### src/rtl/soin_bpred_update_ctrl.sv
// rtl/soin_bpred_update_ctrl.sv - write-port controller for the bimodal 2-bit counter table
//
// Purpose: single owner of the predictor table write port. After reset or a
// flush it sweeps every entry to INIT_CTR. It buffers branch-resolution
// updates in an in-order FIFO and drains one per unstalled RUN cycle, writing
// the saturated next-counter value.
//
// Ports:
//   clk, reset       clock, asynchronous active-high reset
//   stall            blocks draining in RUN (ignored during the sweep)
//   up_valid/ready   update handshake from execute
//   up_index/ctr/dir resolved branch index, counter read at predict, direction
//   flush_req        one-cycle pulse, restart the sweep and drop pending updates
//   wr_en/addr/data  registered table write port
//   init_busy        registered, high while the sweep runs
//   fifo_count       current FIFO occupancy
//   applied_count    updates written in RUN (wraps)
module soin_bpred_update_ctrl #(
  parameter int         INDEX_W    = 9,
  parameter int         FIFO_DEPTH = 4,
  parameter logic [1:0] INIT_CTR   = 2'b00
) (
  input  logic                          clk,
  input  logic                          reset,
  input  logic                          stall,
  input  logic                          up_valid,
  output logic                          up_ready,
  input  logic [INDEX_W-1:0]            up_index,
  input  logic [1:0]                    up_ctr,
  input  logic                          up_dir,
  input  logic                          flush_req,
  output logic                          wr_en,
  output logic [INDEX_W-1:0]            wr_addr,
  output logic [1:0]                    wr_data,
  output logic                          init_busy,
  output logic [$clog2(FIFO_DEPTH):0]   fifo_count,
  output logic [31:0]                   applied_count
);

  localparam int PTR_W = $clog2(FIFO_DEPTH);
  localparam int CNT_W = PTR_W + 1;
  localparam logic [CNT_W-1:0]   DEPTH_C  = CNT_W'(FIFO_DEPTH);
  localparam logic [INDEX_W-1:0] LAST_IDX = '1;

  typedef enum logic {ST_INIT, ST_RUN} state_t;

  state_t               state, state_nxt;
  logic [INDEX_W-1:0]   sweep_idx, sweep_idx_nxt;
  logic [PTR_W-1:0]     rd_ptr, rd_ptr_nxt;
  logic [PTR_W-1:0]     wr_ptr, wr_ptr_nxt;
  logic [CNT_W-1:0]     count, count_nxt;
  logic                 wr_en_nxt;
  logic [INDEX_W-1:0]   wr_addr_nxt;
  logic [1:0]           wr_data_nxt;
  logic                 init_busy_nxt;
  logic [31:0]          applied_nxt;

  logic [INDEX_W-1:0]   q_index [FIFO_DEPTH];
  logic [1:0]           q_ctr   [FIFO_DEPTH];
  logic                 q_dir   [FIFO_DEPTH];

  logic push;
  logic pop;

  function automatic logic [1:0] sat(input logic [1:0] c, input logic d);
    if (d) return (c == 2'b11) ? c : c + 2'b01;
    else   return (c == 2'b00) ? c : c - 2'b01;
  endfunction

  // Ready looks only at the registered count, so a full FIFO never admits a
  // push even when a pop happens in the same cycle.
  assign up_ready   = (count < DEPTH_C);
  assign fifo_count = count;

  // A flush cycle drops both the incoming push and any pop.
  assign push = up_valid & up_ready & ~flush_req;
  assign pop  = (state == ST_RUN) & ~stall & (count != '0) & ~flush_req;

  always_comb begin
    state_nxt     = state;
    sweep_idx_nxt = sweep_idx;
    wr_en_nxt     = 1'b0;
    wr_addr_nxt   = wr_addr;
    wr_data_nxt   = wr_data;
    init_busy_nxt = init_busy;
    rd_ptr_nxt    = rd_ptr;
    wr_ptr_nxt    = wr_ptr;
    count_nxt     = count;
    applied_nxt   = applied_count;

    if (flush_req) begin
      state_nxt     = ST_INIT;
      sweep_idx_nxt = '0;
      init_busy_nxt = 1'b1;
      rd_ptr_nxt    = '0;
      wr_ptr_nxt    = '0;
      count_nxt     = '0;
    end else begin
      case (state)
        ST_INIT: begin
          wr_en_nxt   = 1'b1;
          wr_addr_nxt = sweep_idx;
          wr_data_nxt = INIT_CTR;
          if (sweep_idx == LAST_IDX) begin
            state_nxt     = ST_RUN;
            sweep_idx_nxt = '0;
            init_busy_nxt = 1'b0;
          end else begin
            sweep_idx_nxt = sweep_idx + INDEX_W'(1);
          end
        end
        ST_RUN: begin
          if (pop) begin
            wr_en_nxt   = 1'b1;
            wr_addr_nxt = q_index[rd_ptr];
            wr_data_nxt = sat(q_ctr[rd_ptr], q_dir[rd_ptr]);
            applied_nxt = applied_count + 32'd1;
          end
        end
        default: state_nxt = ST_INIT;
      endcase

      // Pointers wrap naturally since the depth is a power of two.
      if (push) wr_ptr_nxt = wr_ptr + PTR_W'(1);
      if (pop)  rd_ptr_nxt = rd_ptr + PTR_W'(1);
      case ({push, pop})
        2'b10:   count_nxt = count + CNT_W'(1);
        2'b01:   count_nxt = count - CNT_W'(1);
        default: count_nxt = count;
      endcase
    end
  end

  always_ff @(posedge clk or posedge reset) begin
    if (reset) begin
      state         <= ST_INIT;
      sweep_idx     <= '0;
      rd_ptr        <= '0;
      wr_ptr        <= '0;
      count         <= '0;
      wr_en         <= 1'b0;
      wr_addr       <= '0;
      wr_data       <= 2'b00;
      init_busy     <= 1'b1;
      applied_count <= 32'd0;
    end else begin
      state         <= state_nxt;
      sweep_idx     <= sweep_idx_nxt;
      rd_ptr        <= rd_ptr_nxt;
      wr_ptr        <= wr_ptr_nxt;
      count         <= count_nxt;
      wr_en         <= wr_en_nxt;
      wr_addr       <= wr_addr_nxt;
      wr_data       <= wr_data_nxt;
      init_busy     <= init_busy_nxt;
      applied_count <= applied_nxt;
    end
  end

  // Entry storage needs no reset: occupancy is tracked by the pointers.
  always_ff @(posedge clk) begin
    if (push) begin
      q_index[wr_ptr] <= up_index;
      q_ctr[wr_ptr]   <= up_ctr;
      q_dir[wr_ptr]   <= up_dir;
    end
  end

endmodule

### config.mk
export PLATFORM = sky130hd
export DESIGN_NAME = soin_bpred_update_ctrl
export DESIGN_NICKNAME = d
export VERILOG_FILES = /design/src/rtl/soin_bpred_update_ctrl.sv
export SDC_FILE = /design/constraint.sdc
export NUM_CORES = 1
export LEC_CHECK = 0
export CORE_MARGIN = 2
export CORE_UTILIZATION = 25
export DETAILED_ROUTE_END_ITERATION = 8
export DONT_BUFFER_PORTS = 1
export PLACE_DENSITY_LB_ADDON = 0.3
export SLEW_MARGIN = 25
export SYNTH_ARGS = -nofsm -noshare
export SYNTH_HDL_FRONTEND = slang
export SYNTH_SLANG_ARGS = --single-unit
export TNS_END_PERCENT = 100
### constraint.sdc
create_clock -name clk -period 2.97 [get_ports clk]
set_input_delay 0.7425 -clock clk [delete_from_list [all_inputs] [get_ports clk]]
set_output_delay 0.7425 -clock clk [all_outputs]
set_load 0.01 [all_outputs]
==> results of run 1 <==
-- stage by stage --
| stage | total power [W] | cell area, sq um |
|---|---|---|
| after detailed placement | 0.00179 | 5030 |
| after global placement | 0.00178 | 5030 |
| after CTS | 0.00303 | 5340 |
| after floorplan | 0.00175 | 4720 |
| after global routing | 0.00310 | 5340 |
| final | 0.00297 | 5340 |
-- power breakdown --
part           leakage (nW)  switching, W  internal (W)
clock                 0.151      0.000620      0.000606
sequential             1.27     0.0000276       0.00162
combinational         0.632     0.0000607     0.0000361
total                  2.06      0.000708       0.00227
-- registers in the layout, indices dropped and copies added (netlist names), 2 cells and up --
register       cells
applied_count     32
rd_ptr             2
q_ctr              8
wr_addr            9
wr_data            2
q_dir              4
sweep_idx          9
fifo_count         3
q_index           36
wr_ptr             2
-- synthesized netlist by cell type --
master / instances / area [sq um]
dfrtp_1: 61 / 1530
nand2b_1: 1 / 6.26
or2_2: 2 / 12.5
or3b_1: 1 / 8.76
xnor2_1: 25 / 219
ha_1: 7 / 87.6
nor4_1: 2 / 12.5
or4b_1: 1 / 10.0
nand4_1: 9 / 56.3
and3_1: 10 / 62.6
nor2_1: 38 / 143
a221oi_1: 1 / 8.76
a21oi_1: 9 / 45.0
nor3_2: 1 / 10.0
xor2_1: 11 / 96.3
nand2_1: 28 / 105
clkbuf_1: 10 / 37.5
nand3_1: 15 / 75.1
buf_4: 1 / 7.51
dfstp_2: 1 / 26.3
or2_1: 1 / 6.26
a31oi_1: 1 / 6.26
nor2b_1: 2 / 12.5
nor3b_1: 1 / 7.51
edfxtp_1: 48 / 1440
fa_1: 1 / 20.0
o21ai_0: 17 / 85.1
buf_1: 2 / 7.51
mux4_2: 12 / 270
a21o_1: 2 / 15.0
buf_2: 2 / 10.0
nor4_4: 1 / 21.3
a22oi_1: 2 / 15.0
mux2i_1: 12 / 120
or3b_2: 1 / 8.76
inv_1: 9 / 33.8
and2_1: 5 / 31.3
nor3_1: 6 / 30.0
and4_1: 2 / 17.5
or3_1: 1 / 6.26
-- logic make-up (layout without fill, tap and decap cells) --
family                   Yosys count  count (layout)
multiplexers                      24              24
adder cells (fa/ha/maj)            8               8
flip-flops                       110             110
AND/OR/NAND/NOR                  128             128
buffers and inverters             24              34
AO/OA/AOI/OAI                     32              32
XOR/XNOR                          36              36
-- path summary, 6_finish.rpt --
check / cells past startpoint / slack [ns] / end / start
min in group clk: 1 / 0.45 / fifo_count[2]$_DFFE_PP0P_ / flush_req
max: 8 / 0.58 / fifo_count[2]$_DFFE_PP0P_ / fifo_count[0]$_DFFE_PP0P_
max reg2reg: 8 / 0.58 / fifo_count[2]$_DFFE_PP0P_ / fifo_count[0]$_DFFE_PP0P_
min: 1 / 0.37 / applied_count[18]$_DFFE_PP0P_ / reset
min reg2reg: 1 / 0.55 / applied_count[17]$_DFFE_PP0P_ / applied_count[17]$_DFFE_PP0P_
max in group asynchronous: 2 / 1.90 / init_busy$_DFFE_PP1P_ / reset
-- layout make-up --
cell class | count | area share (%)
Clock inverter | 7 | 1.57
Timing Repair Buffer | 9 | 1.50
Tap cell | 234 | 5.48
Sequential cell | 110 | 56.1
Multi-Input combinational cell | 228 | 30.5
Clock buffer | 9 | 4.22
Inverter | 9 | 0.632
-- per-layer routing --
layer / global-route usage (%) / part of all wire [%] / vias to the layer above
met5: 0 / 0 / -
met2: 17.5 / 49 / 81
met1: 11.8 / 42 / 1354
li1: - / - / 1302
met4: 2.84 / 1.0 / 0
met3: 4.45 / 8.2 / 11
==> results.yml, run 1 <==
place:
  place_ws_ns: 0.410
  place.gp.congestion: 0.749
  dp_cells: 590
  hpwl_um: 6680
  io_buffers: 0
yosys:
  muxShareOfSynthArea_pct: 8.27
  synth_nets: 387
  ys_ff_latch: 110
  synthesis.area_sq_mm: 0.00472
  synth_top_family_by_area: "simple AND/OR/NAND/NOR gates"
  synth_compound_area_share_pct: 3.71
  synth.avg_cell_area_sq_um: 13.0
  ys_seq_area_share_pct: 63.4
  synth_adder_area_share_pct: 2.28
  ys_types: 40
  ys.warnings.count: 0
  yosys.area_share.simple_pct: 13.6
  netlist_instances: 362
  synth_xor_xnor_area_share_pct: 6.68
setup_path:
  worst-setup-path-type: "flop to flop"
  crit_buf_inv: 0
  slowest_delay_ns: 0.61
  path_max_fanout: 6
  worstPathCellList: "nor3_1 -> or3b_2 -> nor3_1 -> fa_1 -> a21oi_1 -> nor2_1 -> a221oi_1 -> nor2_1"
  crit_family: "simple AND/OR/NAND/NOR gates"
  cp.required_ns: 3.21
  worst_ep_arrival_time_ns: 2.63
  slowest_stage: "nor3_1"
  start_kind: "flop"
  end_kind: "flop"
cts:
  cts-buffers-inserted: 9
  clock_latency_ns: 0.35
  path_clk_slew_ns: 0.08
  holdBufCountCts: 0
  cts_setup_buffers: 0
  h-tree-depth: 3
  clockRootBuffer: "clkbuf_16"
  clockBufferDepth: 2
  cts-resized-gates: 0
  cts_sinks: 110
  cts_tree: "yes"
cells_and_area:
  drive_gt1_share_pct: 11.8
  seqCellArea_sq_mm: 0.00299
  fillCellCount: 1897
  multi_input_area_sq_mm: 0.00163
  area_delta_synth_final_pct: 13.1
  final_cell_mix: "61 x dfrtp_1, 48 x edfxtp_1, 38 x nor2_1, 28 x nand2_1, 25 x xnor2_1"
  antenna_cells: 0
  layout_commonest_cell: "dfrtp_1"
  stdcell_count: 606
  layout.nets: 392
  post-route-util_pct: 28.7
floorplanning:
  rows: 50
  die_h_um: 141
  core_area_sq_mm: 0.0186
  die_x_um: 141
  initial_core_util_pct: 25.3
  boundaryPins: 66
  die-area_sq_mm: 0.0200
timing:
  hold_viol: 0
  finalMaxSlewViolations: 0
  setup_viol: 0
  rsz0062_at_grt: "false"
  worst_pin_slew_ns: 0.762
  setup_slack_ns: 0.583
  min_period_ns: 2.39
  clock-skew-final_ns: 0.0123
  relSlewSlack_pct: 49.1
  fin_hold_ws_ns: 0.368
  finalCritPeriodShare_pct: 80.4
  final.setup.tns_ns: 0
  fmax_ghz: 0.419
grt:
  grt.total_usage_pct: 10.3
  grt_first_pass_wirelength_um: 15800
  grt_pass1_vias: 2780
  overflow: 0
  antenna_found_initial: 0
  grt_start_max_net_pins: 33
route:
  first_iter_violations: 139
  drc_errors: 0
  vias: 2748
  wirelength_um: 9810
  drt-pass1-iter-count: 4
  viasPerCell: 4.53
  detail-route-antenna-nets: 0
  wl_per_cell_um: 16.2
run:
  drv_cap: 0
pwr:
  leakage_nw: 2.06
  power_density_mw_per_mm2: 557
  peakVddDrop_mv: 0.281
run_status:
  outcome: "completed"
hold_path:
  hold_path.class: "input pin to async pin"
(Power assumes the default switching activity.)
==> run 2, diff against run 1 <==
==> constraint.sdc (replaced) <==
create_clock -name clk -period 2.3 [get_ports clk]
set_input_delay 0.575 -clock clk [delete_from_list [all_inputs] [get_ports clk]]
set_output_delay 0.575 -clock clk [all_outputs]
set_load 0.01 [all_outputs]
==> run 2 against run 1 <==
Against the previous run:
- critical path depth is 1 higher
- register-to-register slack worse by 0.42 ns
- global-route usage is 0.32 points higher
- final area is 2.7% higher
- critical endpoint is now sweep_idx[7]$_DFFE_PP0P_
- largest cell class unchanged
==> results.yml, run 2 (same netlist as run 1, synthesis figures left out) <==
pwr:
  total_power_w: 0.00385
  power_density_mw_per_mm2: 702
  leakage_nw: 2.15
  peakVddDrop_mv: 0.333
run_status:
  outcome: "completed"
route:
  drc_errors: 0
  wl_met1_um: 4090
  wl_met3_um: 802
  wl_met2_um: 5020
  vias: 2825
  drt-pass1-iter-count: 4
  highest_layer: "met4"
  detail-route-antenna-nets: 0
  wl_per_cell_um: 16.1
  viasPerCell: 4.53
  first_iter_violations: 177
  wirelength_um: 10000
hold_path:
  hold_path.class: "input pin to async pin"
timing:
  clock-skew-final_ns: 0.00929
  hold_viol: 0
  rsz0062_at_grt: "false"
  fmax_ghz: 0.469
  relSlewSlack_pct: 63.2
  finalMaxSlewViolations: 0
  finalCritPeriodShare_pct: 92.7
  min_period_ns: 2.13
  worst_pin_slew_ns: 0.552
  setup_viol: 0
cells_and_area:
  reg_top3: "q_index (36), applied_count (32)"
  layout_commonest_cell: "dfrtp_1"
  multi_input_area_sq_mm: 0.00164
  final_cell_mix: "61 x dfrtp_1, 48 x edfxtp_1, 38 x nor2_1, 28 x nand2_1, 25 x xnor2_1"
  largest_reg_flops: 36
  fillCellCount: 1916
  post-route-util_pct: 29.4
  antenna_cells: 0
  regMostFlops: "q_index"
  seqCellArea_sq_mm: 0.00299
  layout.nets: 409
  drive_gt1_share_pct: 15.9
  fin_area_sq_mm: 0.00549
  area_delta_synth_final_pct: 16.2
cts:
  clockRootBuffer: "clkbuf_16"
  cts_tree: "yes"
  holdBufCountCts: 0
  cts_sinks: 110
  h-tree-depth: 3
  path_clk_slew_ns: 0.08
  clockBufferDepth: 2
  cts-buffers-inserted: 9
  clock_latency_ns: 0.35
grt:
  antenna_found_initial: 0
  grt_first_pass_wirelength_um: 16000
  grt_start_max_net_pins: 46
  overflow: 0
  grt_pass1_vias: 2919
  grt.total_usage_pct: 10.6
setup_path:
  crit_path_frequent_cell: "and3_1"
  worst-setup-path-type: "flop to flop"
  slowest_delay_ns: 0.40
  worstPathCellList: "ha_1 -> and3_1 -> and3_1 -> and3_1 -> ha_1 -> or2_4 -> nor2_1 -> nand4_1 -> a21oi_2"
  reg2reg_from: "sweep_idx[1]$_DFFE_PP0P_"
  worst_ep_arrival_time_ns: 2.42
  crit_path_start: "sweep_idx[1]$_DFFE_PP0P_"
  slowest_stage: "dfrtp_1"
  start_kind: "flop"
  path_max_fanout: 6
  cp.required_ns: 2.58
  end_kind: "flop"
floorplanning:
  die_h_um: 141
  die-area_sq_mm: 0.0200
  rows: 50
  die_x_um: 141
  boundaryPins: 66
  initial_core_util_pct: 25.3
  core_area_sq_mm: 0.0186
place:
  io_buffers: 0
  placedInstanceArea_sq_mm: 0.00516
  hpwl_um: 6970
  place.gp.congestion: 0.761
run:
  drv_cap: 0
run 2: cell types whose count changed in the layout (fill, tap and decap cells not counted):
| cell | previous run | this run |
|---|---|---|
| buf_4 | 8 | 24 |
| a21oi_1 | 9 | 8 |
| a21oi_2 | 0 | 1 |
| buf_12 | 1 | 2 |
| or2_2 | 2 | 1 |
| or2_4 | 0 | 1 |
run 2: worst paths after layout:
path	endpoint	slack (ns)	cells after the start
setup reg to reg	sweep_idx[7]$_DFFE_PP0P_	0.17	9
min in group clk	sweep_idx[7]$_DFFE_PP0P_	0.28	1
setup / recovery	sweep_idx[7]$_DFFE_PP0P_	0.17	9
hold / removal	applied_count[30]$_DFFE_PP0P_	0.1	1
max in group asynchronous	init_busy$_DFFE_PP1P_	1.56	2
hold reg to reg	applied_count[31]$_DFFE_PP0P_	0.53	1
run 2: report_power, final:
group	switching, W	internal, W
combinational	0.0000959	0.0000637
clock	0.000789	0.000781
sequential	0.0000236	0.00210
run 2: worst max-delay path, delay by kind of cell (launching register included):
kind / cells / cell delay (ns)
and+or+nand+nor: 6 / 1.13
AOI/OAI and AO/OA: 1 / 0.14
DFF: 1 / 0.40
adders and majority gates: 2 / 0.40
run 2: cell type report:
class | count | area share [%]
sequential | 110 | 54.6
timing repair buffer | 26 | 4.01
tap | 234 | 5.34
multi-input combinational | 228 | 29.8
clock inverter | 7 | 1.53
inverter | 9 | 0.616
clock buffer | 9 | 4.10
run 2: timing repair:
item	4_1_cts	5_1_grt
setup buffers	0	1
resized for setup	0	2
endpoints found under the setup margin	0	4
run 2: stage by stage:
step / TNS (ns) / instances / worst slack [ns] / hold WS [ns]
after global placement: -0.00430 / 606 / -0.00430 / 0.476
after floorplan: 0 / 362 / 0.0152 / 0.508
final: 0 / 623 / 0.168 / 0.0998
after CTS: 0 / 622 / 0.0619 / 0.0973
after global routing: 0 / 623 / 0.00706 / 0.118
after detailed placement: -0.0321 / 606 / -0.0197 / 0.485
run 2: per-layer routing:
layer / global-route usage (%) / vias up
met2: 17.9 / 75
met4: 3.95 / 0
li1: - / 1326
met1: 12.2 / 1415
met3: 4.08 / 9
met5: 0 / -
